$ cat src/rtl/fetch_pc_pkg.sv
// Shared types and constants for the fetch PC stage.
// State encoding, reset defaults and redirect alignment mask.
package fetch_pc_pkg;

    typedef enum logic [1:0] {
        S_FETCH = 2'd0,
        S_DROP  = 2'd1,
        S_HOLD  = 2'd2
    } fetch_state_e;

    localparam logic [31:0] RESET_PC_DEF  = 32'h0000_0000;
    localparam logic [31:0] NOP_INSTR_DEF = 32'h0000_0000;
    localparam logic [31:0] ALIGN_MASK    = 32'hFFFF_FFFC;

    function automatic logic [31:0] align_target(input logic [31:0] a);
        return a & ALIGN_MASK;
    endfunction

endpackage

$ cat src/rtl/fetch_pc_stage_if_id_reg.sv
// IF/ID pipeline register {instr, pc_plus4, valid}.
// Ports: clk_i, rst_ni, load_i, flush_i, stall_i, instr_i, pcplus4_i, instr_o, pcplus4_o, valid_o.
module if_id_reg
    import fetch_pc_pkg::*;
#(
    parameter logic [31:0] NOP_INSTR = NOP_INSTR_DEF
) (
    input  logic        clk_i,
    input  logic        rst_ni,
    input  logic        load_i,
    input  logic        flush_i,
    input  logic        stall_i,
    input  logic [31:0] instr_i,
    input  logic [31:0] pcplus4_i,
    output logic [31:0] instr_o,
    output logic [31:0] pcplus4_o,
    output logic        valid_o
);

    logic [31:0] instr_q;
    logic [31:0] pcplus4_q;
    logic        valid_q;

    // Flush and bubble touch only valid; stale payload is harmless.
    always_ff @(posedge clk_i or negedge rst_ni) begin
        if (!rst_ni) begin
            instr_q   <= NOP_INSTR;
            pcplus4_q <= 32'h0;
            valid_q   <= 1'b0;
        end else if (flush_i) begin
            valid_q   <= 1'b0;
        end else if (load_i) begin
            instr_q   <= instr_i;
            pcplus4_q <= pcplus4_i;
            valid_q   <= 1'b1;
        end else if (!stall_i) begin
            valid_q   <= 1'b0;
        end
    end

    assign instr_o   = instr_q;
    assign pcplus4_o = pcplus4_q;
    assign valid_o   = valid_q;

endmodule

$ cat src/rtl/fetch_pc_stage.sv
// Fetch front end: PC register, imem request FSM and IF/ID load control.
// Ports: Clk, Reset(n), PC out/+4 in, Stall, branch/jump redirect, imem req/ack, IF/ID outputs.
module fetch_pc_stage
    import fetch_pc_pkg::*;
#(
    parameter logic [31:0] RESET_PC  = RESET_PC_DEF,
    parameter logic [31:0] NOP_INSTR = NOP_INSTR_DEF
) (
    input  logic        Clk,
    input  logic        Reset,
    output logic [31:0] PCResult,
    input  logic [31:0] PCAddResult,
    input  logic        Stall,
    input  logic        BranchTaken,
    input  logic [31:0] BranchTarget,
    input  logic        Jump,
    input  logic [31:0] JumpTarget,
    output logic        ImemReq,
    output logic [31:0] ImemAddr,
    input  logic        ImemAck,
    input  logic [31:0] ImemData,
    output logic [31:0] IfIdInstr,
    output logic [31:0] IfIdPCPlus4,
    output logic        IfIdValid
);

    fetch_state_e state_q, state_d;
    logic [31:0]  pc_q, pc_d;
    logic [31:0]  hold_q, hold_d;
    logic [31:0]  drop_q, drop_d;

    logic        redirect;
    logic [31:0] target;
    logic        ack;
    logic        load;
    logic        flush;
    logic [31:0] load_instr;

    assign redirect = BranchTaken | Jump;
    assign target   = align_target(BranchTaken ? BranchTarget : JumpTarget);
    assign ack      = ImemAck & ImemReq;

    always_comb begin
        state_d    = state_q;
        pc_d       = pc_q;
        hold_d     = hold_q;
        drop_d     = drop_q;
        load       = 1'b0;
        flush      = 1'b0;
        load_instr = ImemData;
        ImemReq    = 1'b1;
        ImemAddr   = pc_q;
        unique case (state_q)
            S_FETCH: begin
                if (redirect) begin
                    pc_d  = target;
                    flush = 1'b1;
                    // Outstanding fetch must finish before the new one starts.
                    if (!ack) begin
                        drop_d  = pc_q;
                        state_d = S_DROP;
                    end
                end else if (ack && !Stall) begin
                    load = 1'b1;
                    pc_d = PCAddResult;
                end else if (ack) begin
                    hold_d  = ImemData;
                    state_d = S_HOLD;
                end
            end
            S_DROP: begin
                ImemAddr = drop_q;
                if (ack) state_d = S_FETCH;
                if (redirect) begin
                    pc_d  = target;
                    flush = 1'b1;
                end
            end
            S_HOLD: begin
                ImemReq    = 1'b0;
                load_instr = hold_q;
                if (redirect) begin
                    pc_d    = target;
                    flush   = 1'b1;
                    state_d = S_FETCH;
                end else if (!Stall) begin
                    load    = 1'b1;
                    pc_d    = PCAddResult;
                    state_d = S_FETCH;
                end
            end
            default: state_d = S_FETCH;
        endcase
    end

    always_ff @(posedge Clk or negedge Reset) begin
        if (!Reset) begin
            state_q <= S_FETCH;
            pc_q    <= RESET_PC;
            hold_q  <= 32'h0;
            drop_q  <= 32'h0;
        end else begin
            state_q <= state_d;
            pc_q    <= pc_d;
            hold_q  <= hold_d;
            drop_q  <= drop_d;
        end
    end

    assign PCResult = pc_q;

    if_id_reg #(
        .NOP_INSTR(NOP_INSTR)
    ) u_if_id (
        .clk_i    (Clk),
        .rst_ni   (Reset),
        .load_i   (load),
        .flush_i  (flush),
        .stall_i  (Stall),
        .instr_i  (load_instr),
        .pcplus4_i(PCAddResult),
        .instr_o  (IfIdInstr),
        .pcplus4_o(IfIdPCPlus4),
        .valid_o  (IfIdValid)
    );

endmodule

$ cat config.mk
export PLATFORM = sky130hd
export DESIGN_NAME = fetch_pc_stage
export DESIGN_NICKNAME = d
export VERILOG_FILES = /design/src/rtl/fetch_pc_pkg.sv /design/src/rtl/fetch_pc_stage_if_id_reg.sv /design/src/rtl/fetch_pc_stage.sv
export SDC_FILE = /design/constraint.sdc
export NUM_CORES = 1
export LEC_CHECK = 0
export ABC_AREA = 1
export CAP_MARGIN = 20
export CORE_MARGIN = 8
export CORE_UTILIZATION = 25
export DETAILED_ROUTE_END_ITERATION = 8
export GPL_TIMING_DRIVEN = 0
export SYNTH_ARGS = -nofsm -noshare
export SYNTH_HDL_FRONTEND = slang
export SYNTH_SLANG_ARGS = --single-unit
$ cat constraint.sdc
create_clock -name Clk -period 2.65 [get_ports Clk]
set_input_delay 0.53 -clock Clk [delete_from_list [all_inputs] [get_ports Clk]]
set_output_delay 0.53 -clock Clk [all_outputs]
set_load 0.005 [all_outputs]
# Yosys cells after proc, flatten, opt, wreduce, memory -nomap -nowiden
# Index checks and enable logic that the tools add are counted.
word_totals:
  regBits: 163
  inputBits: 134
classes:
  n_eq_ne: 10
  muxes: 28
  bitwise_logic: 6
  reduce_logical: 10
op_table:
  columns: ["op", "n"]
  rows:
  - ["two-way mux 32 bit", 8]
  - ["one-hot mux 32 bit (3 select lines)", 1]
  - ["!= test 3 bit (second input constant)", 5]
  - ["two-way mux 2 bit", 7]
  - ["two-way mux 1 bit", 10]
  - ["AND reduction 4 bit", 2]
  - ["one-hot mux 2 bit (3 select lines)", 1]
  - ["AND reduction 5 bit", 1]
  - ["!= test 2 bit (second input constant)", 2]
  - ["inverter 1 bit", 4]
  - ["!= test 3 x 1 -> 1 bit (second input constant)", 1]
  - ["AND reduction 3 bit", 1]
  - ["nonzero test 3 bit", 1]
  - ["OR reduction 3 bit", 1]
  - ["== test 2 x 1 -> 1 bit (second input constant)", 1]
  - ["== test 2 bit (second input constant)", 1]
  - ["logical NOT 2 bit", 1]
  - ["one-hot mux 1 bit (2 select lines)", 1]
  - ["AND reduction 2 bit", 1]
  - ["AND 1 bit", 1]
  - ["logical AND 1 bit", 1]
  - ["logical NOT 1 bit", 1]
  - ["bitwise OR 1 bit", 1]

# Longest topological paths before layout
logic_depth:
  depth_word: 9
  depth_mapped: 10

# Modules after synthesis
# Synthesis repeated with hierarchy kept, for this count alone.
hier_totals:
  hier_cells: 1188
  hier_area_um2: 8416.8
modules_own_cells:
  columns: ["mod", "n_inst", "cells_each", "area_per_inst_um2", "seq_area_each_um2"]
  rows:
  - ["fetch_pc_stage", 1, 906, 5813.1, 2452.4]
  - ["if_id_reg", 1, 282, 2603.7, 1626.6]

# Worst setup path before layout
# No wires, ideal clock.
synth_path:
  kind: "reg-to-output"
  from: "register state_q[1]"
  to: "output ImemAddr[10]"
  t_arrival_ns: 1.072
  t_required_ns: 2.120
  path_slack_ns: 1.048
  stages_incl_launch_ff: 5
  n_path_buf: 2
  cell_sequence: "dfrtp_1 nor2_1 buf_2 clkbuf_1 o21ai_0"
synth_between:
  elab_chain_len: 2
synth_rtl:
  columns: ["element", "line", "text"]
  rows:
  - ["start: declaration", "fetch_pc_stage.sv:27", "fetch_state_e state_q, state_d;"]
  - ["start signal: assignment", "fetch_pc_stage.sv:103", "state_q <= state_d;"]
  - ["== test 2 x 1 -> 1 bit", "fetch_pc_stage.sv:53", "unique case (state_q)"]
  - ["two-way mux 32 bit", "fetch_pc_stage.sv:53", null]
  - ["end: declaration", "fetch_pc_stage.sv:19", "output logic [31:0] ImemAddr,"]
# No other way between the ends.

# Worst setup path after layout
layout_path:
  from: "register state_q[0]"
  to: "output ImemAddr[26]"
# The elaborated chain is that of the path after synthesis.

==> results.txt <==
Worst-case headroom to the max-slew limit: 0.5564. Total routing usage reported by global routing: 0.1551. The starting density of the core is 0.2515, and the critical path data arrival time is 2.00 ns. In the final routed layout, each cell accounts on average for 16.00 um. The worst setup path is of the reg2out kind.

In this run the remaining antenna-violating nets after routing total 0. The floorplan has 67 rows. The die covers 0.03950 mm2. Counting every sink on the clock net gives 163.

Derived from the worst setup path, the maximum achievable clock frequency is 0.3951 GHz. The count of buffers added on input and output ports is 258. On the final layout, the worst clock skew is 0.01134 ns.

The path type of the worst min-delay path was in2async. The launch point of the worst path was state_q[0]$_DFFE_PN0P_. The max-slew violation total from the final report came out at 0. Wire length of the first global-routing pass: 47.51 mm. The final weighted congestion of routability-driven global placement was 0.8315. The tools report the kind of end point of the critical path as a primary output. The number of global-route vias before repair is 8,277. Counting cells, the worst reg-to-reg path comes to 7. The die is 198.8 um tall. The worst-case IR drop observed on VDD is 0.0004255 V.

For the pin with the worst max-slew slack, the measured transition is 0.6654 ns. Cell chosen for the clock root: clkbuf_16. During synthesis, Yosys emitted a total of 0 warnings. The clock passes through at most 2 buffers. The fraction of layout instances using a drive strength above 1 came out at 0.07505. The first-iteration detailed-routing DRC count was 460. For the worst setup path, the data required time is 2.12 ns. The tools report the hold slack as 0.01257 ns.

The logs give 0.003443 mm2 for the area taken by multi-input logic gates and 2 for the initial antenna violation count. Of all nets on the critical path, the largest fanout is 10. Dividing total power by cell area gives a power density of 762.2 mW/mm2. Yosys attributes the largest share of cell area to dfrtp_1, nand2_1, nand3_1, inv_1, o21ai_0. After global routing the overflow that remains totals 0. The tools report the count of pins on the block boundary as 264. Largest area contributor in the netlist: dfrtp_1. The run gives 0.4885 as the portion of the post-synthesis area used by sequential elements.

Leaving out fill and tap cells, the most frequent cell in the layout is nand2_1. For the maximum number of pins on one net before global-route repair, the log shows 107. The estimated wirelength of the detail-placed design came out at 24.23 mm. The sequential cells in the finished layout cover a total of 0.004080 mm2. For the count of nets after finishing, the log shows 1,600. Leaving out fill and tap cells, the most frequent cells in the layout are nand2_1, clkdlybuf4s50_1, dfrtp_1, inv_1, nand3_1. The share of the core filled with cells in the final layout was 0.3693; the leakage power was 6.513 nW.

The first-pass iteration count of the detailed router was 5; the count of final hold-check violations was 0. In this run the number of H-tree levels came out at 4. Reg-to-reg endpoint: drop_q[12]$_DFFE_PN0P_. Max-cap violations in this run came to 0. Summing over every cut layer, the via total after detailed routing is 8,170. In this run the standard cell core region covers 0.03320 mm2. The number of nets handed over by synthesis was 1,315. TritonCTS built the clock tree.

The routed design could run at a clock period as short as 2.531 ns. The run gives 3,501 as the layout filler cell count. After synthesis the netlist holds a flip-flop and latch count of 163. Wires add up to 30.86 mm. The worst setup path is launched from a flip-flop. The worst register-to-register path has a setup slack of 0.69 ns. The tools report the clock latency reported for the late side of the worst-skew pair as 0.43 ns. Setup repair after global routing left no endpoint under its margin.

The share of the synthesized area in the top cell type is 0.4885, and the post-synthesis cell area is 0.008349 mm2. The worst register-to-register path begins at state_q[1]$_DFFE_PN0P_. Compared with the post-synthesis result, the final layout area differs by 46.82%. A synthesized cell averages 7.070 um2. The number of distinct standard cells referenced by the synthesized netlist came out at 18. The number of buffers created by CTS was 17; the final worst-path cycle share was 0.9551.

The run gives 0 as the number of hold buffers added after CTS. In this run the horizontal extent of the chip is 198.8 um. The logs give 0 for the final-report setup violation count and 0 for the DRC violation count after routing.

The run finished with clean final reports. After clock tree synthesis, the clock-pin slew on the worst setup and hold paths is 0.08 ns. After technology mapping, the gate count stands at 1,181. Using the TritonRoute via totals, the vias-per-cell ratio works out to 4.238.
sequential cells by signal, indices dropped and copies added, names as in the netlist:
signal,flops
PCResult,32
drop_q,32
hold_q,32
u_if_id.instr_o,32
u_if_id.pcplus4_o,32
state_q,2
u_if_id.valid_o,1
area by class of cell:
class / count / area share
antenna: 1 / 0.0002041
buffer: 70 / 0.03144
clock buffer: 17 / 0.03470
clock inverter: 15 / 0.01541
inverter: 131 / 0.04011
multi-input combinational: 816 / 0.2809
sequential: 163 / 0.3329
tap: 448 / 0.04573
timing repair buffer: 267 / 0.2186
how the worst max path moves through the flow:
stage / to / slack (ns)
2_1_floorplan: ImemAddr[10] / 1.05
3_3_place_gp: PCResult[9]$_DFFE_PN0P_ / -6.15
3_5_place_dp: ImemAddr[25] / 0.15
4_1_cts: ImemAddr[25] / -0.005
5_1_grt: ImemAddr[27] / 0.02
6_report: ImemAddr[26] / 0.12
synth_stat cells:
library cell  number
o21ai_0           65
nand3_2            3
buf_4              8
dfrtp_1          163
clkbuf_1          20
buf_1              3
nand3_1           99
nand2_2            3
nand4_1            1
nor2_4             2
nand2_4            1
buf_2             40
inv_1            114
nor2_1             3
clkinv_1          11
nand2_1          609
nand3b_1          30
inv_2              6
routing by layer:
| metal | share of wire | GRT usage | up-vias |
|---|---|---|---|
| met1 | 0.42 | 0.1846 | 3787 |
| li1 | - | - | 4151 |
| met4 | 0.015 | 0.03761 | 4 |
| met2 | 0.49 | 0.2706 | 200 |
| met5 | 0.00088 | 0 | - |
| met3 | 0.067 | 0.04652 | 28 |
what timing repair did:
item / 4_1_cts / 5_1_grt
gates resized for setup: 38 / 21
setup buffers: 4 / 3
pin swaps: 0 / 0
setup endpoints to repair: 33 / 20
cloned: 1 / 0
critical path, stage by stage (launching register included):
cell and delay (ns):
dfrtp_1 0.40, inv_2 0.10, nor2_4 0.05, buf_6 0.13, clkbuf_4 0.19, o21ai_1 0.16, clkdlybuf4s50_1 0.53
stage by stage:
step	instances	power, mW	TNS [ns]	cell area [um2]	setup WS [ns]
detailed placement	1888	6.795	0	11520	0.1501
global route	1927	9.964	0	12260	0.02280
CTS	1924	9.495	-0.004769	12200	-0.004769
finish	1928	9.343	0	12260	0.1189
global placement	1887	6.725	-998.66	11490	-6.148
floorplan	1181	4.822	0	8349	1.048
kinds of logic after synthesis:
kind of cell | share of synthesized area
simple gates | 0.3721
buf+inv | 0.1004
flops | 0.4885
compound gates | 0.03896
report_power, final:
group,switching [mW],internal (mW)
registers,0.456,3.23
clock network,1.19,1.44
logic,1.37,1.66
Note: power is estimated with default switching activity, not from simulation.
